`config.mk`:
```
export PLATFORM = sky130hd
export DESIGN_NAME = filter_streamer_flat
export DESIGN_NICKNAME = d
export VERILOG_FILES = /design/src/rtl/filter_streamer_if.sv /design/src/rtl/filter_streamer.sv /design/src/flat_wrapper.sv
export SDC_FILE = /design/constraint.sdc
export NUM_CORES = 1
export LEC_CHECK = 0
export CAP_MARGIN = 40
export CORE_MARGIN = 1
export CORE_UTILIZATION = 56
export DETAILED_ROUTE_END_ITERATION = 8
export PLACE_DENSITY = 0.83
export SLEW_MARGIN = 25
export SYNTH_ARGS = -nofsm -noshare
export SYNTH_HDL_FRONTEND = slang
export SYNTH_SLANG_ARGS = --single-unit
```
`constraint.sdc`:
```
create_clock -name clk -period 7.5 [get_ports clk]
set_input_delay 0.75 -clock clk [delete_from_list [all_inputs] [get_ports clk]]
set_output_delay 0.75 -clock clk [all_outputs]
set_load 0.05 [all_outputs]
```
`src/rtl/filter_streamer_if.sv`:
```
// Bundle of the control, memory-read and output-stream signals of filter_streamer.
// The design side uses the slave modport; the environment (sequencer, memory, sink) uses master.
interface filter_streamer_if #(
  parameter int unsigned NUM_ALLOC = 220,
  parameter int unsigned DATA_W    = 18,
  parameter int unsigned CNT_W     = 13,
  parameter int unsigned ADDR_W    = 16
);
  logic                 start;
  logic [ADDR_W-1:0]    filter_base;
  logic [CNT_W-1:0]     filter_length;
  logic [7:0]           repeat_count;
  logic [NUM_ALLOC-1:0] filter_block;
  logic                 rd_en;
  logic [ADDR_W-1:0]    rd_addr;
  logic [DATA_W-1:0]    rd_data;
  logic                 out_valid;
  logic [DATA_W-1:0]    out_data;
  logic [CNT_W-1:0]     out_counter;
  logic [7:0]           out_pass;
  logic                 busy;
  logic                 done;

  modport master (
    output start, filter_base, filter_length, repeat_count, filter_block, rd_data,
    input  rd_en, rd_addr, out_valid, out_data, out_counter, out_pass, busy, done
  );

  modport slave (
    input  start, filter_base, filter_length, repeat_count, filter_block, rd_data,
    output rd_en, rd_addr, out_valid, out_data, out_counter, out_pass, busy, done
  );
endinterface

```
`src/rtl/filter_streamer.sv`:
```
// Streams filter weights from a fixed-latency memory through a credit-controlled FIFO,
// repeating the filter repeat_count times and stalling output while any filter_block bit is set.
module filter_streamer #(
  parameter int unsigned NUM_ALLOC  = 220,
  parameter int unsigned DATA_W     = 18,
  parameter int unsigned CNT_W      = 13,
  parameter int unsigned ADDR_W     = 16,
  parameter int unsigned RD_LAT     = 1,
  parameter int unsigned FIFO_DEPTH = 8
) (
  input logic             clk,
  input logic             rst,
  filter_streamer_if.slave bus
);

  localparam int unsigned PW = $clog2(FIFO_DEPTH);
  localparam int unsigned CW = PW + 1;
  localparam int unsigned SW = CW + 1;
  localparam int unsigned EW = DATA_W + CNT_W + 8;
  localparam logic [SW-1:0] DepthL = SW'(FIFO_DEPTH);

  typedef enum logic [1:0] {StIdle, StIssue, StDrain, StDone} state_e;

  state_e            state_q, state_d;
  logic [ADDR_W-1:0] base_q;
  logic [CNT_W-1:0]  len_q;
  logic [7:0]        rep_q;
  logic [CNT_W-1:0]  idx_q, idx_d;
  logic [7:0]        pass_q, pass_d;

  // Tags travel alongside each read so the FIFO entry knows its (pass, index).
  logic              tag_v_q    [RD_LAT];
  logic [CNT_W-1:0]  tag_idx_q  [RD_LAT];
  logic [7:0]        tag_pass_q [RD_LAT];

  logic [EW-1:0]     fifo_mem [FIFO_DEPTH];
  logic [PW-1:0]     wr_ptr_q, rd_ptr_q;
  logic [CW-1:0]     count_q, count_d;

  logic [NUM_ALLOC-1:0] block;
  logic              block_any;
  logic              fifo_empty;
  logic              push, pop;
  logic [SW-1:0]     outst;
  logic              credit_ok;
  logic              start_ok;
  logic              zero_req;
  logic              last_idx, last_pass;
  logic              rd_en;
  logic [EW-1:0]     head;

  assign block      = bus.filter_block;
  assign block_any  = |block;
  assign fifo_empty = (count_q == '0);
  assign pop        = !fifo_empty && !block_any;
  assign push       = tag_v_q[RD_LAT-1];
  assign start_ok   = bus.start && (state_q == StIdle || state_q == StDone);
  assign zero_req   = (bus.filter_length == '0) || (bus.repeat_count == '0);
  assign last_idx   = (idx_q == len_q - CNT_W'(1));
  assign last_pass  = (pass_q == rep_q - 8'd1);

  always_comb begin
    outst = '0;
    for (int i = 0; i < RD_LAT; i++) begin
      outst = outst + SW'(tag_v_q[i]);
    end
  end

  // Reserve a FIFO slot for every read in flight so returning data always has room.
  assign credit_ok = (outst + SW'(count_q)) < DepthL;

  always_comb begin
    state_d = state_q;
    idx_d   = idx_q;
    pass_d  = pass_q;
    rd_en   = 1'b0;
    unique case (state_q)
      StIdle, StDone: begin
        if (bus.start) begin
          state_d = zero_req ? StDone : StIssue;
          idx_d   = '0;
          pass_d  = '0;
        end
      end
      StIssue: begin
        if (credit_ok) begin
          rd_en = 1'b1;
          if (last_idx) begin
            idx_d = '0;
            if (last_pass) begin
              state_d = StDrain;
            end else begin
              pass_d = pass_q + 8'd1;
            end
          end else begin
            idx_d = idx_q + CNT_W'(1);
          end
        end
      end
      StDrain: begin
        if (fifo_empty && outst == '0) begin
          state_d = StDone;
        end
      end
      default: state_d = StIdle;
    endcase
  end

  always_comb begin
    count_d = count_q;
    unique case ({push, pop})
      2'b10:   count_d = count_q + CW'(1);
      2'b01:   count_d = count_q - CW'(1);
      default: count_d = count_q;
    endcase
  end

  always_ff @(posedge clk) begin
    if (rst) begin
      state_q  <= StIdle;
      base_q   <= '0;
      len_q    <= '0;
      rep_q    <= '0;
      idx_q    <= '0;
      pass_q   <= '0;
      wr_ptr_q <= '0;
      rd_ptr_q <= '0;
      count_q  <= '0;
      for (int i = 0; i < RD_LAT; i++) begin
        tag_v_q[i]    <= 1'b0;
        tag_idx_q[i]  <= '0;
        tag_pass_q[i] <= '0;
      end
    end else begin
      state_q <= state_d;
      idx_q   <= idx_d;
      pass_q  <= pass_d;
      if (start_ok) begin
        base_q <= bus.filter_base;
        len_q  <= bus.filter_length;
        rep_q  <= bus.repeat_count;
      end
      tag_v_q[0]    <= rd_en;
      tag_idx_q[0]  <= idx_q;
      tag_pass_q[0] <= pass_q;
      for (int i = 1; i < RD_LAT; i++) begin
        tag_v_q[i]    <= tag_v_q[i-1];
        tag_idx_q[i]  <= tag_idx_q[i-1];
        tag_pass_q[i] <= tag_pass_q[i-1];
      end
      if (push) wr_ptr_q <= wr_ptr_q + PW'(1);
      if (pop)  rd_ptr_q <= rd_ptr_q + PW'(1);
      count_q <= count_d;
    end
  end

  // Storage needs no reset; occupancy is tracked by count_q.
  always_ff @(posedge clk) begin
    if (push) begin
      fifo_mem[wr_ptr_q] <= {bus.rd_data, tag_idx_q[RD_LAT-1], tag_pass_q[RD_LAT-1]};
    end
  end

  assign head            = fifo_mem[rd_ptr_q];
  assign bus.out_valid   = pop;
  assign bus.out_data    = head[EW-1 -: DATA_W];
  assign bus.out_counter = head[8 +: CNT_W];
  assign bus.out_pass    = head[7:0];
  assign bus.rd_en       = rd_en;
  assign bus.rd_addr     = base_q + ADDR_W'(idx_q);
  assign bus.busy        = (state_q == StIssue) || (state_q == StDrain);
  assign bus.done        = (state_q == StDone);

endmodule

```
`src/flat_wrapper.sv`:
```
// flat-port wrapper written by rule: the top's interface ports become plain ports
module filter_streamer_flat 
#(
  parameter int unsigned NUM_ALLOC  = 220,
  parameter int unsigned DATA_W     = 18,
  parameter int unsigned CNT_W      = 13,
  parameter int unsigned ADDR_W     = 16,
  parameter int unsigned RD_LAT     = 1,
  parameter int unsigned FIFO_DEPTH = 8
)
  (clk, rst, bus_start, bus_filter_base, bus_filter_length, bus_repeat_count, bus_filter_block, bus_rd_data, bus_rd_en, bus_rd_addr, bus_out_valid, bus_out_data, bus_out_counter, bus_out_pass, bus_busy, bus_done);
  filter_streamer_if #(.NUM_ALLOC(NUM_ALLOC), .DATA_W(DATA_W), .CNT_W(CNT_W), .ADDR_W(ADDR_W)) bus_i ();
  input logic clk;
  input logic rst;
  input wire logic [$bits(bus_i.start)-1:0] bus_start;
  input wire logic [$bits(bus_i.filter_base)-1:0] bus_filter_base;
  input wire logic [$bits(bus_i.filter_length)-1:0] bus_filter_length;
  input wire logic [$bits(bus_i.repeat_count)-1:0] bus_repeat_count;
  input wire logic [$bits(bus_i.filter_block)-1:0] bus_filter_block;
  input wire logic [$bits(bus_i.rd_data)-1:0] bus_rd_data;
  output wire logic [$bits(bus_i.rd_en)-1:0] bus_rd_en;
  output wire logic [$bits(bus_i.rd_addr)-1:0] bus_rd_addr;
  output wire logic [$bits(bus_i.out_valid)-1:0] bus_out_valid;
  output wire logic [$bits(bus_i.out_data)-1:0] bus_out_data;
  output wire logic [$bits(bus_i.out_counter)-1:0] bus_out_counter;
  output wire logic [$bits(bus_i.out_pass)-1:0] bus_out_pass;
  output wire logic [$bits(bus_i.busy)-1:0] bus_busy;
  output wire logic [$bits(bus_i.done)-1:0] bus_done;
  assign bus_i.start = bus_start;
  assign bus_i.filter_base = bus_filter_base;
  assign bus_i.filter_length = bus_filter_length;
  assign bus_i.repeat_count = bus_repeat_count;
  assign bus_i.filter_block = bus_filter_block;
  assign bus_i.rd_data = bus_rd_data;
  assign bus_rd_en = bus_i.rd_en;
  assign bus_rd_addr = bus_i.rd_addr;
  assign bus_out_valid = bus_i.out_valid;
  assign bus_out_data = bus_i.out_data;
  assign bus_out_counter = bus_i.out_counter;
  assign bus_out_pass = bus_i.out_pass;
  assign bus_busy = bus_i.busy;
  assign bus_done = bus_i.done;
  filter_streamer #(.NUM_ALLOC(NUM_ALLOC), .DATA_W(DATA_W), .CNT_W(CNT_W), .ADDR_W(ADDR_W), .RD_LAT(RD_LAT), .FIFO_DEPTH(FIFO_DEPTH)) u_core (.clk(clk), .rst(rst), .bus(bus_i));
endmodule
```
Yosys cells after proc, flatten, opt, wreduce, memory -nomap -nowiden. Memory sizes are Yosys's and may differ from the RTL's. A register that Yosys moved wholly into a read port is not among the register bits. Index checks and enable logic that the tools add are counted.

Register bits after elaboration: 70. RAM bits: 334. Input port bits: 278. Output and inout port bits: 59. Logic and storage cells: 92. Memories kept: 4.

Add/subtract/negate cells: 10. $lt $le $gt $ge: 1. Equal/unequal tests: 13. Multiplexer cells: 32. Reduce and logical (&&, ||, !) cells: 23.

Memories: u_core.fifo_mem (words 8, width 39, rd ports 1, clocked after Yosys merged registers in 1, wr ports 1, line filter_streamer.sv:36) `logic [EW-1:0] fifo_mem [FIFO_DEPTH];`; u_core.tag_idx_q (words 1, width 13, rd ports 1, clocked after Yosys merged registers in 0, wr ports 1, line filter_streamer.sv:33) `logic [CNT_W-1:0] tag_idx_q [RD_LAT];`; u_core.tag_pass_q (words 1, width 8, rd ports 1, clocked after Yosys merged registers in 0, wr ports 1, line filter_streamer.sv:34) `logic [7:0] tag_pass_q [RD_LAT];`; u_core.tag_v_q (words 1, width 1, rd ports 1, clocked after Yosys merged registers in 0, wr ports 1, line filter_streamer.sv:32) `logic tag_v_q [RD_LAT];`.

Operator list (number): OR reduction 220 bit (1); two-way mux 13 bit (4); two-way mux 8 bit (5); case mux 13 bit (2 select lines) (1); adder 16 x 13 -> 16 bit (1); case mux 8 bit (2 select lines) (1); adder 13 x 1 -> 13 bit, second input constant (1); == test 13 bit (1); zero test 13 bit (1); OR reduction 13 bit (1); subtractor 13 x 1 -> 13 bit, second input constant (1); two-way mux 2 bit (6); two-way mux 1 bit (11); AND reduction 5 bit (2); adder 8 x 1 -> 8 bit, second input constant (1); == test 8 bit (1); zero test 8 bit (1); inequality test 2 x 1 -> 1 bit, second input constant (4); case mux 4 bit (2 select lines) (1); OR reduction 8 bit (1); subtractor 8 x 1 -> 8 bit, second input constant (1); adder 3 x 1 -> 3 bit, second input constant (2); == test 2 bit, second input constant (3); two-way mux 3 bit (2); other kinds (17) (25).

Depth between registers and ports, before layout. Gate-level depths: netlist of the first run.

Depth after elaboration: 6. Depth in mapped cells: 11. Mapped depth without buffers: 11.

Worst setup path after synthesis of the first run. Ideal clock, no wire load.

Path type: register to register. Start: memory u_core.tag_v_q[0]. End: memory u_core.fifo_mem[0][0] (netlist bit) (enable). Library setup time: 0.484 ns. Data arrival time: 3.370 ns. Data required time: 7.016 ns. Path slack: 3.646 ns. Stages on the path, launching flop included: 4. Buffers on the path: 1. Period minus slack after synthesis: 3.854 ns. Path through: dfxtp_1 clkbuf_1 nand2b_1 nor3_1.

Word-level cells in the longest chain between the ends: 3.

RTL lines: from (decl) (line filter_streamer.sv:32); memory (1 x 1 bit); two-way mux 1 bit (line filter_streamer.sv:159) `if (push) begin`; two-way mux 1 bit (implied by the code) (line filter_streamer.sv:160) `fifo_mem[wr_ptr_q] <= {bus.rd_data, tag_idx_q[RD_LAT-1], tag_pass_q[RD_LAT-1]};`; to (decl) (line filter_streamer.sv:36).

Every way passes these cells.

Final worst setup path of the first run.
Start: register u_core.idx_q[2]. End: output bus_rd_addr[15].

Word-level cells in the longest chain between the ends: 1.

RTL lines: from (decl) (line filter_streamer.sv:28) `logic [CNT_W-1:0] idx_q, idx_d;`; from (signal assigned) (line filter_streamer.sv:136) `idx_q <= idx_d;`; adder 16 x 13 -> 16 bit (line filter_streamer.sv:170) `assign bus.rd_addr = base_q + ADDR_W'(idx_q);`; to (decl) (line flat_wrapper.sv:22) `output wire logic [$bits(bus_i.rd_addr)-1:0] bus_rd_addr;`.

Every way passes these cells.

==> metrics, run 1 <==
cell family with most CP delay=compound AO/OA/AOI/OAI gates; vias post-DR=11.43k; root buffer cell=clkbuf_16; Synth Register Bits=407; die area=0.03140 sq mm; critical path, cell by cell=ha_1 > nand2_1 > o211ai_1 > a31oi_1 > a2111oi_0 > o21ai_0 > a211oi_1 > xor2_1 > clkdlybuf4s50_1; endpoints failing hold=0; clock transition at the registers of the reported paths=0.06 ns; Multi-input gate area=0.005700 sq mm; Worst Hold Class=flop to flop; CP peak stage delay=0.83 ns; Die X=177.2 um; first-pass GRT wire length=65.56 mm; Placeable Area=0.02995 sq mm; initial antenna violation count=5; setup bufs post-CTS=0; num ports=337; wire per inst=22.54 um; Remaining DRCs=0; final clock period utilization by the worst path=0.6365; worst slew pin tran=0.8193 ns; Setup TNS=0 ns; fmax=209.5 MHz; outcome=finished clean; crit path to=bus_rd_addr[15]; RSZ-0062 raised after global routing=no; Initial Util=0.5739; Slew Viols, Final=0; startpoint types=flop; CP endpoint kind=output port; Final Total Pwr=5.841 mW; Critical path origin=u_core.idx_q[2]$_SDFFE_PP0P_; GPL Wtd Cong=0.9285; slack of the worst reg-to-reg path=4.15 ns; FF-to-FF Start=u_core.len_q[0]$_SDFFE_PP0P_; fill count=1824; Gate Count Post-Synth=1152; WL final=43.35 mm; Post-Synthesis Net Count=1457; Power Dens Cells=260.1 mW/mm^2; Syn. warnings=0; slowest library cell on the worst path=clkdlybuf4s50_1; Die Span Y=177.2 um; DR vias/cell=5.944; clk_lat worst skew=0.54 ns; WHS Path Cells=2; Fin Clk Skew=0.02634 ns; area grow syn2layout=30.65%; share of post-route cells with drive strength above 1=0.1413; Leak Pwr=7.257 nW; hpwl dp=28.11 mm; Mapped Avg Cell Area=14.92 sq um; IO buf count=336; commonest non-fill, non-tap cells in the layout=clkdlybuf4s50_1 (335), edfxtp_1 (312), nand2_1 (95); RR Endpoint=u_core.pass_q[6]$_SDFFE_PP0P_; layout net count=1802; grt ovf=0; largest net degree at the start of global routing=77; count of cell types in the netlist=60; # setup viols final=0; CTS tree=done; vias in the first global route=11.81k; EDFF count, synth=312; Slew HR=0.4538; cells on worst reg2reg path=9; Final Critical Period=4.774 ns; ys flop type=edfxtp_1; gr usage total=0.2790; DRT iter0 DRCs=916; number of buffers and inverters on the critical path=1; cell depth of the worst setup path=9; post-synthesis sequential area ratio=0.6557; Max Cap Viol=0; antenna viol nets, final=0; # resized after CTS=0; Worst EP required=6.75 ns; row count=63; CTS Hold Bufs=0; CTS HTree Levels=2; maximum vdd drop=0.2554 mV; fin util=0.7498; TritonCTS Sinks=407; FFs w/ async S/R, synth=0; largest fanout on the critical path=11; CP arrival=4.02 ns; most common cell after layout, fill and taps aside=clkdlybuf4s50_1; synthesized cell area=0.01719 sq mm; maximum clock path buffer count=3; first-pass iteration count of the detailed router=5; Reg area=0.01128 sq mm; critical path start-end classification=flop to output port; CTS Buf Count=40
==> cell usage after synthesis, drive strengths merged (15+ instances only) <==
master | n | area [sq um]
nand2 | 95 | 356.6
dfxtp | 95 | 1902
inv | 20 | 75.07
o21ai | 21 | 105.1
nor4 | 76 | 481.7
xnor2 | 23 | 201.4
nand4 | 28 | 175.2
edfxtp | 312 | 9369
mux4 | 78 | 1757
ha | 26 | 325.3
nor3 | 17 | 90.09
mux2 | 39 | 439.2
a21oi | 64 | 320.3
nand3 | 15 | 75.07
clkbuf | 35 | 131.4
nor2 | 47 | 176.4
nor2b | 25 | 156.4
xor2 | 24 | 210.2
==> cells by family after synthesis <==
family | Yosys count | synth area share
flip-flops | 407 | 0.6557
AND/OR/NAND/NOR | 350 | 0.1073
multiplexers | 120 | 0.1295
AO/OA/AOI/OAI | 132 | 0.04717
buffers and inverters | 69 | 0.01638
adder cells (fa/ha/maj) | 27 | 0.02009
XOR/XNOR | 47 | 0.02395
==> stage by stage <==
stage / setup slack [ns] / area, sq um / hold WS, ns / std cells
5_1_grt: 2.391 / 22460 / 0.4858 / 1923
2_1_floorplan: 3.646 / 17190 / 0.4400 / 1152
6_report: 2.726 / 22460 / 0.4643 / 1923
4_1_cts: 2.727 / 22450 / 0.4670 / 1919
3_5_place_dp: 2.920 / 21050 / 0.4572 / 1845
3_3_place_gp: 2.945 / 21010 / 0.4517 / 1843
==> layout make-up <==
class / count / share of cell area
Inverter: 20 / 0.003343
Tap cell: 390 / 0.02173
Timing Repair Buffer: 352 / 0.1563
Sequential cell: 407 / 0.5022
Clock inverter: 22 / 0.01237
Antenna cell: 4 / 0.0004457
Multi-Input combinational cell: 676 / 0.2538
Clock buffer: 52 / 0.04975
==> worst register-to-register path, delay by kind of cell, from the launching register on <==
| kind | cells | cell delay [ns] |
|---|---|---|
| DFF | 1 | 0.38 |
| AOI/OAI and AO/OA | 3 | 1.09 |
| buffers and inverters | 1 | 0.09 |
| and+or+nand+nor | 4 | 1.45 |
| adders and majority gates | 1 | 0.25 |
==> power breakdown <==
group | total, mW | switching, mW | internal (mW)
clock | 2.09 | 0.850 | 1.24
sequential | 2.60 | 0.0838 | 2.52
combinational | 1.15 | 0.671 | 0.480
total | 5.84 | 1.60 | 4.24
==> worst min path at each step <==
stage	start	to	slack (ns)
CTS	u_core.base_q[8]$_SDFFE_PP0P_	u_core.base_q[8]$_SDFFE_PP0P_	0.47
floorplan	u_core.base_q[0]$_SDFFE_PP0P_	u_core.base_q[0]$_SDFFE_PP0P_	0.44
detailed placement	u_core.base_q[7]$_SDFFE_PP0P_	u_core.base_q[7]$_SDFFE_PP0P_	0.46
finish	u_core.base_q[8]$_SDFFE_PP0P_	u_core.base_q[8]$_SDFFE_PP0P_	0.46
global placement	u_core.base_q[9]$_SDFFE_PP0P_	u_core.base_q[9]$_SDFFE_PP0P_	0.45
global route	u_core.base_q[8]$_SDFFE_PP0P_	u_core.base_q[8]$_SDFFE_PP0P_	0.49
==> state kept, by name, summed over array words and instances (netlist names), 4 cells and up, named ones only <==
register	flops
u_core.fifo_mem	312
u_core.base_q	16
u_core.idx_q	13
u_core.len_q	13
u_core.tag_idx_q	13
u_core.pass_q	8
u_core.rep_q	8
u_core.tag_pass_q	8
u_core.count_q	4
==> metal layers <==
| metal | vias up | part of all wire | global-route usage |
|---|---|---|---|
| met4 | 2 | 0.017 | 0.06609 |
| met2 | 434 | 0.51 | 0.4821 |
| met3 | 66 | 0.072 | 0.06057 |
| met1 | 5667 | 0.40 | 0.3567 |
| met5 | - | 0.00076 | 0.01923 |
| li1 | 5261 | - | - |
Power figures use the tool's default switching activity.
==> run 2: changes to the inputs <==
CORE_UTILIZATION = 47   (was 56)
PLACE_DENSITY = 0.74   (was 0.83)
clock period = 3.82 ns   (was 7.5 ns; I/O delays follow)
==> run 2 against run 1 <==
Net effect: wire length shrank 0.56%; the flow now finishes with violations (design-rule violations); sequential cell count is the same; utilization decreased by 12 points; hold slack worse by 0.17 ns; sequential share of layout area is 0.49 points lower; combinational power rose by 98%; global-route usage is 4.7 points lower; sequential power is 97% higher; non-clock buffer count grew 13; final cell count increased by 4.2%; power increased by 95%.
==> metrics, run 2 (synthesis gave the netlist of run 1 again) <==
IO buf count=336; first-pass GRT wire length=66.72 mm; Power Dens Cells=503.0 mW/mm^2; outcome=complete, but fails checks; die area=0.03734 sq mm; clock transition at the registers of the reported paths=0.06 ns; gr usage total=0.2323; top flop regs=u_core.fifo_mem (312), u_core.base_q (16); Die X=193.2 um; failing checks=design-rule violations; CP endpoint kind=output port; wire per inst=21.52 um; DRT iter0 DRCs=695; largest fanout on the critical path=6; row count=69; Fin Clk Skew=0.02308 ns; Largest Register=u_core.fifo_mem; # setup viols final=0; fmax=275.0 MHz; antenna viol nets, final=0; final clock period utilization by the worst path=0.9519; hpwl dp=29.31 mm; n_diodes=0; critical path start-end classification=flop to output port; CTS Buf Count=41; clk_lat worst skew=0.53 ns; Slew HR=0.5068; Max Cap Viol=0; most common cell after layout, fill and taps aside=clkdlybuf4s50_1; area grow syn2layout=31.92%; Worst Hold Class=primary input to flop; maximum clock path buffer count=3; num ports=337; Final Critical Period=3.636 ns; Leak Pwr=7.378 nW; Worst EP required=3.44 ns; layout net count=1816; worst slew pin tran=0.7397 ns; grt ovf=0; Die Span Y=193.2 um; Setup TNS=0 ns; CP arrival=3.25 ns; Remaining DRCs=7; GPL Wtd Cong=0.9144; share of post-route cells with drive strength above 1=0.1492; startpoint types=flop; largest net degree at the start of global routing=61; CTS HTree Levels=2; vias post-DR=11.21k; CP peak stage delay=0.54 ns; TritonCTS Sinks=407; RSZ-0062 raised after global routing=no; Slew Viols, Final=0; commonest non-fill, non-tap cells in the layout=clkdlybuf4s50_1 (327), edfxtp_1 (312), nand2_1 (95); critical path, cell by cell=ha_1 > inv_1 > fa_1 > nor2b_1 > o21a_1 > o21ai_0 > a211o_1 > nand3_1 > nand2_1 > xnor2_1 > dlygate4sd2_1; maximum vdd drop=0.4002 mV; CTS tree=done; WL final=43.11 mm; DR vias/cell=5.594; first-pass iteration count of the detailed router=9; root buffer cell=clkbuf_16; max reg flops=312; vias in the first global route=11.54k; Placeable Area=0.03574 sq mm; slowest library cell on the worst path=dlygate4sd2_1; initial antenna violation count=1; fin util=0.6345; Initial Util=0.4810; endpoints failing hold=0
run 2: changes by cell type in the layout (fill, tap and decap cells not counted), moves of 3 or more:
cell,before,now
clkdlybuf4s50_1,335,327
buf_12,1,6
buf_4,14,24
clkinv_2,7,4
diode_2,4,0
run 2: final cells by class:
cell class | instances | area [sq um]
tap | 461 | 576.8
clock inverter | 17 | 198.9
sequential | 407 | 11280
inverter | 20 | 75.07
clock buffer | 57 | 1177
timing repair buffer | 365 | 3659
multi-input combinational | 676 | 5712
fill | 2647 | 13060
run 2: metal layers:
| layer | track usage | wire [um] | vias up |
|---|---|---|---|
| li1 | - | - | 5281 |
| met1 | 0.3150 | 18920 | 5524 |
| met2 | 0.3871 | 21010 | 343 |
| met3 | 0.05108 | 2555 | 55 |
| met4 | 0.04681 | 600 | 2 |
| met5 | 0 | 12 | - |
run 2: metrics by stage:
stage          hold slack, ns  setup WS [ns]  instances  area [sq um]  total power [mW]
2_1_floorplan          0.4400         0.7146       1152         17200             6.604
3_3_place_gp           0.4484         0.2122       1928         21280             7.456
3_5_place_dp           0.4532         0.1634       1928         21280             7.488
4_1_cts                0.3724       0.003545       2002         22650             11.50
5_1_grt                0.3049        0.03447       2003         22680             11.87
6_report               0.2946         0.1838       2003         22680             11.41
run 2: power by group:
group          switching, mW  internal, mW
logic                   1.34         0.946
clock network           1.59          2.42
registers              0.164          4.95
run 2: repair_timing:
action	CTS	global route
hold buffers	0	0
setup endpoints to repair	4	5
hold endpoints to repair	0	0
resized for setup	4	9
buffers inserted	0	0
run 2: worst max-delay path, delay by kind of cell (launching register included):
family	cells	cell delay (ns)
adder cells (fa/ha/maj)	2	0.63
flip-flops	1	0.46
AND/OR/NAND/NOR	3	0.32
AO/OA/AOI/OAI	3	0.58
buffers and inverters	2	0.60
XOR/XNOR	1	0.14
run 2: worst paths after layout:
path                            startpoint                        endpoint  slack [ns]  cells after the start
max           u_core.idx_q[0]$_SDFFE_PP0P_                 bus_rd_addr[12]        0.18                     11
min                                    rst  u_core.count_q[1]$_SDFFE_PP0P_        0.29                      2
max reg2reg   u_core.len_q[0]$_SDFFE_PP0P_   u_core.pass_q[7]$_SDFFE_PP0P_        0.58                      9
min reg2reg  u_core.base_q[9]$_SDFFE_PP0P_   u_core.base_q[9]$_SDFFE_PP0P_        0.46                      2
